## config.mk

```make
export PLATFORM = sky130hd
export DESIGN_NAME = instr_fetch_flat
export DESIGN_NICKNAME = d
export VERILOG_FILES = /design/src/rtl/riscv_pkg.sv /design/src/rtl/instr_fetch_if.sv /design/src/rtl/instr_fetch_pc_next_sel.sv /design/src/rtl/instr_fetch.sv /design/src/flat_wrapper.sv
export SDC_FILE = /design/constraint.sdc
export NUM_CORES = 1
export LEC_CHECK = 0
export BUFFER_PORTS_ARGS = -buffer_cell sky130_fd_sc_hd__buf_4
export CAP_MARGIN = 20
export CORE_ASPECT_RATIO = 1.2
export CORE_MARGIN = 2
export CORE_UTILIZATION = 44
export DETAILED_ROUTE_END_ITERATION = 8
export PLACE_DENSITY_LB_ADDON = 0.25
export REMOVE_ABC_BUFFERS = 1
export SLEW_MARGIN = 15
export SYNTH_ARGS = -nofsm -noshare
export SYNTH_HDL_FRONTEND = slang
export SYNTH_SLANG_ARGS = --single-unit
```

## constraint.sdc

```tcl
create_clock -name clk -period 2.2 [get_ports clk]
set_input_delay 0.11 -clock clk [delete_from_list [all_inputs] [get_ports clk]]
set_output_delay 0.11 -clock clk [all_outputs]
set_load 0.005 [all_outputs]
```

## src/rtl/riscv_pkg.sv

```systemverilog
// riscv_pkg: shared definitions for the RISC-V core front end.
//   fetch_state_t  - state encoding of the instruction-fetch FSM
//   NOP_INSTR      - canonical NOP (addi x0, x0, 0) loaded on reset
//   OP_*           - major opcodes (instr[6:0]) recognised by the main decoder
package riscv_pkg;

    typedef enum logic [1:0] {
        IDLE = 2'd0,
        REQ  = 2'd1,
        HOLD = 2'd2,
        ERR  = 2'd3
    } fetch_state_t;

    localparam logic [31:0] NOP_INSTR = 32'h0000_0013;

    localparam logic [6:0] OP_JAL = 7'b1101111;
    localparam logic [6:0] OP_LW  = 7'b0000011;
    localparam logic [6:0] OP_SW  = 7'b0100011;
    localparam logic [6:0] OP_R   = 7'b0110011;
    localparam logic [6:0] OP_I   = 7'b0010011;
    localparam logic [6:0] OP_B   = 7'b1100011;

endpackage

```

## src/rtl/instr_fetch_if.sv

```systemverilog
// instr_fetch_if: bundle of the fetch stage's memory and pipeline signals.
//   imem_req/imem_addr/imem_ack/imem_rdata - instruction memory handshake
//   instr/pc/pc_plus4/instr_valid/instr_ready - instruction to the decoder
//   redirect/redirect_target - next-PC override for the accepted instruction
//   fetch_err - sticky misaligned-target error
// Modport master is the fetch stage; slave is memory plus downstream.
interface instr_fetch_if #(
    parameter int XLEN = 32
);
    logic            imem_req;
    logic [XLEN-1:0] imem_addr;
    logic            imem_ack;
    logic [31:0]     imem_rdata;
    logic [31:0]     instr;
    logic [XLEN-1:0] pc;
    logic [XLEN-1:0] pc_plus4;
    logic            instr_valid;
    logic            instr_ready;
    logic            redirect;
    logic [XLEN-1:0] redirect_target;
    logic            fetch_err;

    modport master (
        output imem_req, imem_addr, instr, pc, pc_plus4, instr_valid, fetch_err,
        input  imem_ack, imem_rdata, instr_ready, redirect, redirect_target
    );

    modport slave (
        input  imem_req, imem_addr, instr, pc, pc_plus4, instr_valid, fetch_err,
        output imem_ack, imem_rdata, instr_ready, redirect, redirect_target
    );
endinterface

```

## src/rtl/instr_fetch_pc_next_sel.sv

```systemverilog
// pc_next_sel: combinational next-PC select for the fetch stage.
//   pc              in  address of the instruction being accepted
//   redirect        in  take redirect_target instead of pc+4
//   redirect_target in  branch/jump target
//   next_pc         out selected next fetch address (modulo 2^XLEN)
//   misaligned      out next_pc is not word aligned
module pc_next_sel #(
    parameter int XLEN = 32
) (
    input  logic [XLEN-1:0] pc,
    input  logic            redirect,
    input  logic [XLEN-1:0] redirect_target,
    output logic [XLEN-1:0] next_pc,
    output logic            misaligned
);
    always_comb begin
        next_pc    = redirect ? redirect_target : pc + XLEN'(4);
        misaligned = |next_pc[1:0];
    end
endmodule

```

## src/rtl/instr_fetch.sv

```systemverilog
// instr_fetch: instruction-fetch stage. Owns the PC, issues one instruction
// memory request at a time and holds the fetched word until downstream
// accepts it, then fetches pc+4 or the redirect target.
//   clk   in  clock, rising edge
//   rst_n in  asynchronous active-low reset
//   bus   master side of instr_fetch_if (memory handshake, instruction out,
//         redirect in, fetch_err out)
module instr_fetch
    import riscv_pkg::*;
#(
    parameter int              XLEN     = 32,
    parameter logic [XLEN-1:0] RESET_PC = '0
) (
    input  logic          clk,
    input  logic          rst_n,
    instr_fetch_if.master bus
);
    fetch_state_t    state_reg;
    logic            idle_wait_reg;
    logic [XLEN-1:0] fetch_pc_reg;
    logic            req_reg;
    logic [31:0]     instr_reg;
    logic [XLEN-1:0] pc_reg;
    logic            valid_reg;
    logic            err_reg;

    logic [XLEN-1:0] next_pc;
    logic            next_misaligned;

    pc_next_sel #(.XLEN(XLEN)) u_pc_next_sel (
        .pc              (pc_reg),
        .redirect        (bus.redirect),
        .redirect_target (bus.redirect_target),
        .next_pc         (next_pc),
        .misaligned      (next_misaligned)
    );

    // All outputs come straight from registers, so the asynchronous reset
    // drops imem_req immediately and abandons any pending ack.
    always_ff @(posedge clk or negedge rst_n) begin
        if (!rst_n) begin
            state_reg     <= IDLE;
            idle_wait_reg <= 1'b0;
            fetch_pc_reg  <= RESET_PC;
            req_reg       <= 1'b0;
            instr_reg     <= NOP_INSTR;
            pc_reg        <= RESET_PC;
            valid_reg     <= 1'b0;
            err_reg       <= 1'b0;
        end else begin
            case (state_reg)
                IDLE: begin
                    // Spend one full cycle in IDLE after reset release so the
                    // first request appears on the second rising edge.
                    if (idle_wait_reg) begin
                        state_reg    <= REQ;
                        req_reg      <= 1'b1;
                        fetch_pc_reg <= RESET_PC;
                    end else begin
                        idle_wait_reg <= 1'b1;
                    end
                end
                REQ: begin
                    if (bus.imem_ack) begin
                        instr_reg <= bus.imem_rdata;
                        pc_reg    <= fetch_pc_reg;
                        req_reg   <= 1'b0;
                        valid_reg <= 1'b1;
                        state_reg <= HOLD;
                    end
                end
                HOLD: begin
                    // redirect/redirect_target matter only on the accept edge.
                    if (valid_reg && bus.instr_ready) begin
                        valid_reg <= 1'b0;
                        if (next_misaligned) begin
                            err_reg   <= 1'b1;
                            state_reg <= ERR;
                        end else begin
                            fetch_pc_reg <= next_pc;
                            req_reg      <= 1'b1;
                            state_reg    <= REQ;
                        end
                    end
                end
                ERR: begin
                    // Terminal until reset.
                end
                default: state_reg <= IDLE;
            endcase
        end
    end

    assign bus.imem_req    = req_reg;
    assign bus.imem_addr   = fetch_pc_reg;
    assign bus.instr       = instr_reg;
    assign bus.pc          = pc_reg;
    assign bus.pc_plus4    = pc_reg + XLEN'(4);
    assign bus.instr_valid = valid_reg;
    assign bus.fetch_err   = err_reg;
endmodule

```

## src/flat_wrapper.sv

```systemverilog
// flat-port wrapper written by rule: the top's interface ports become plain ports
module instr_fetch_flat import riscv_pkg::*;
#(
    parameter int              XLEN     = 32,
    parameter logic [XLEN-1:0] RESET_PC = '0
)
  (clk, rst_n, bus_imem_req, bus_imem_addr, bus_instr, bus_pc, bus_pc_plus4, bus_instr_valid, bus_fetch_err, bus_imem_ack, bus_imem_rdata, bus_instr_ready, bus_redirect, bus_redirect_target);
  instr_fetch_if #(.XLEN(XLEN)) bus_i ();
  input  logic clk;
  input  logic rst_n;
  output wire logic [$bits(bus_i.imem_req)-1:0] bus_imem_req;
  output wire logic [$bits(bus_i.imem_addr)-1:0] bus_imem_addr;
  output wire logic [$bits(bus_i.instr)-1:0] bus_instr;
  output wire logic [$bits(bus_i.pc)-1:0] bus_pc;
  output wire logic [$bits(bus_i.pc_plus4)-1:0] bus_pc_plus4;
  output wire logic [$bits(bus_i.instr_valid)-1:0] bus_instr_valid;
  output wire logic [$bits(bus_i.fetch_err)-1:0] bus_fetch_err;
  input wire logic [$bits(bus_i.imem_ack)-1:0] bus_imem_ack;
  input wire logic [$bits(bus_i.imem_rdata)-1:0] bus_imem_rdata;
  input wire logic [$bits(bus_i.instr_ready)-1:0] bus_instr_ready;
  input wire logic [$bits(bus_i.redirect)-1:0] bus_redirect;
  input wire logic [$bits(bus_i.redirect_target)-1:0] bus_redirect_target;
  assign bus_imem_req = bus_i.imem_req;
  assign bus_imem_addr = bus_i.imem_addr;
  assign bus_instr = bus_i.instr;
  assign bus_pc = bus_i.pc;
  assign bus_pc_plus4 = bus_i.pc_plus4;
  assign bus_instr_valid = bus_i.instr_valid;
  assign bus_fetch_err = bus_i.fetch_err;
  assign bus_i.imem_ack = bus_imem_ack;
  assign bus_i.imem_rdata = bus_imem_rdata;
  assign bus_i.instr_ready = bus_instr_ready;
  assign bus_i.redirect = bus_redirect;
  assign bus_i.redirect_target = bus_redirect_target;
  instr_fetch #(.XLEN(XLEN), .RESET_PC(RESET_PC)) u_core (.clk(clk), .rst_n(rst_n), .bus(bus_i));
endmodule
```

==> flow_metrics.py <==
metrics = {
    "setup_path": {
        "worstSetupPathDepth": 8,
        "reg2reg_depth": 7,
        "critical_path_arrival_ns": 2.08,
        "cp_top_family": "simple AND/OR/NAND/NOR gates",
        "cp-end-kind": "primary output",
        "critPathMaxStageDelay_ns": 0.37,
        "reg2reg_from": "u_core.state_reg[0]",
        "path_class": "reg -> out",
        "start_kind": "flop",
        "r2r-end": "u_core.bus.imem_addr[25]",
        "reg2reg_slack_ns": 0.09,
        "slowest_stage": "dfrtp_1",
        "cp.required_ns": 2.09,
        "path_buf_inv": 3,
        "worstPathMaxFanout": 5,
        "crit_chain": "ha_2, and3_4, nand4_1, buf_4, buf_8, o21a_1, or2_4, buf_6",
    },
    "global_route": {
        "gr-usage-all-layers": 0.249,
        "grt_pass1_wl_mm": 23.3,
        "grt_start_max_net_pins": 57,
        "grt_antenna_before_repair": 0,
        "gr-total-overflow": 0,
        "grt_pass1_vias": 4567,
    },
    "layout": {
        "nets": 760,
        "regArea_um2": 2570,
        "post-route-util": 0.715,
        "nFillCells": 764,
        "drive_above_1_share": 0.551,
        "diodes": 0,
        "multi_input_area_um2": 2290,
        "synthToLayoutAreaGrowth_pct": 57.1,
    },
    "die": {
        "start_util": 0.455,
        "die-area_um2": 11800,
        "rows": 41,
        "die_w_um": 99.7,
        "pin_count": 200,
        "coreArea_um2": 10600,
        "dieHeight_um": 119,
    },
    "route": {
        "drt_iter0_markers": 220,
        "drcViolationCount": 0,
        "post_drt_wl_per_cell_um": 18.3,
        "vias": 4446,
        "dr.pass1.iters": 4,
        "ant_nets": 0,
        "wl_mm": 15.0,
        "viasPerCell": 5.42,
    },
    "synthesis": {
        "syn_area_um2": 4830,
        "synth_top_area_share": 0.512,
        "synth.distinct_cells": 45,
        "ys.flop_type": "dfrtp_1",
        "synth-seq-cells": 102,
        "synth_cells": 419,
        "ys_warn_count": 0,
        "async_reset_ff_frac": 1.00,
        "seq_area_frac_synth": 0.529,
        "synth_area_leader_cell": "dfrtp_1",
        "avgSynthCellArea_um2": 11.5,
        "synth_edf_count": 0,
        "synth_area_leaders": "dfrtp_1 (51%), mux2_2 (15%), xnor2_1 (2.7%), nand2_1 (2.5%), mux2i_1 (2.1%)",
    },
    "cts": {
        "cts-root-buf": "clkbuf_16",
        "clk_path_buf_depth": 2,
        "cts_buffers": 9,
        "h-tree-depth": 3,
        "clock_latency_ns": 0.34,
        "clkTransAtPathRegs_ns": 0.07,
        "clock-sinks": 102,
        "cts_tree": "built",
    },
    "place": {
        "gp_congestion": 0.825,
        "portBuffers": 199,
        "hpwl_mm": 10.3,
    },
    "power": {
        "power_density_nw_per_um2": 1120,
        "cellLeakagePower_nw": 3.72,
        "irDropWorstVdd_uv": 649,
    },
    "worst_hold_path": {
        "min_to": "u_core.bus.instr[17]",
        "min_path_cells": 2,
        "hp-class": "in -> reg",
        "hold_path.startpoint": "bus_imem_rdata[17]",
    },
    "sta": {
        "rsz0062_at_grt": "yes",
        "final_max_slew_viol_count": 0,
        "skew_ns": 0.00560,
        "setup_viol": 0,
        "relSlewSlack": 0.675,
        "worstMarginPinSlew_ns": 0.482,
        "finalCriticalPeriod_ns": 2.19,
        "report.final.hold_viol_count": 0,
        "fmax_mhz": 456,
        "hold_slack_ns": 0.00800,
        "fin_crit_sh": 0.997,
    },
    "run": {
        "maxCapViolations": 0,
    },
    "outcome": {
        "status": "completed",
    },
}
worst register-to-register path, cell delays in order, from the launching register on:
cell and delay (ns):
dfrtp_1 0.38, inv_1 0.08, ha_1 0.22, a22o_1 0.26, or3_1 0.44, buf_12 0.18, a22o_1 0.23, a31o_2 0.20
routing by layer:
metal,part of all wire,vias up,GRT usage,wire length (um)
met4,0.020,0,0.0856,294
met2,0.51,189,0.428,7740
met1,0.38,2196,0.298,5780
met5,0,-,0,0
li1,-,2038,-,-
met3,0.081,23,0.0710,1210
metrics by stage:
stage	setup WS (ns)	cell area, um2	TNS (ns)	cells	power [W]
floorplan	-0.367	4730	-23.44	396	0.00463
global placement	0.140	6600	0	747	0.00663
detailed placement	0.0683	6600	0	747	0.00675
CTS	-0.0296	7310	-0.0708	800	0.00838
global route	-0.0576	7600	-0.338	820	0.00903
finish	0.00641	7600	0	820	0.00852
how the worst max path moves through the flow:
stage | startpoint | to | slack (ns)
floorplan | u_core.state_reg[0] | u_core.bus.instr[10] | -0.37
global placement | u_core.state_reg[0] | u_core.bus.imem_addr[29] | 0.14
detailed placement | u_core.state_reg[0] | u_core.bus.imem_addr[30] | 0.07
CTS | u_core.bus.pc[2] | bus_pc_plus4[20] | -0.03
global route | u_core.bus.pc[2] | bus_pc_plus4[18] | -0.06
finish | u_core.bus.pc[2] | bus_pc_plus4[18] | 0.006
area by class of cell:
cell class / count / area share
flip-flops and latches: 102 / 0.338
inverters: 15 / 0.00741
repair buffers: 279 / 0.294
clock inverters: 4 / 0.00428
well taps: 129 / 0.0212
clock buffers: 12 / 0.0324
multi-input cells: 279 / 0.302
cell families after synthesis:
family	count (synthesis)	share of synthesized area
xor gates and xnor gates	22	0.0399
muxes	73	0.167
AOI/OAI and AO/OA	62	0.0916
DFF	102	0.529
and+or+nand+nor	117	0.126
adders and majority gates	5	0.0129
buffers and inverters	38	0.0339
cells in the mapped netlist, types with 5 or more instances:
master	n
dfrtp_1	99
mux2_2	63
nand2_1	32
o21ai_0	20
clkbuf_1	15
inv_1	15
xnor2_1	15
nor2_1	13
nand4_1	12
nand3_1	11
nor3_1	11
mux2i_1	10
or2_2	9
nor4_1	8
o31ai_1	8
xor2_1	7
a32o_1	5
buf_2	5
ha_1	5
nand2b_1	5
cells in the final DEF, fill, tap and decap left out, types with 10 or more instances in the layout:
cell type / instances
nor2_1: 11
nand4_1: 12
dfrtp_2: 12
dfrtp_1: 87
mux2i_1: 10
inv_1: 15
dlygate4sd3_1: 25
buf_4: 241
nand2_1: 31
o21ai_0: 20
xnor2_1: 13
mux2_2: 63
repair_timing:
action / CTS / global route
endpoints found under the setup margin: 9 / 18
setup buffers: 12 / 21
hold buffers: 25 / 0
pin swaps: 16 / 15
hold endpoints to repair: 45 / 0
gates resized for setup: 24 / 35
gates cloned: 1 / 0
report_power, final:
part | internal [W] | switching [W]
logic | 0.00227 | 0.00155
registers | 0.00260 | 0.000599
clock network | 0.000804 | 0.000695
Note: power is estimated with default switching activity, not from simulation.
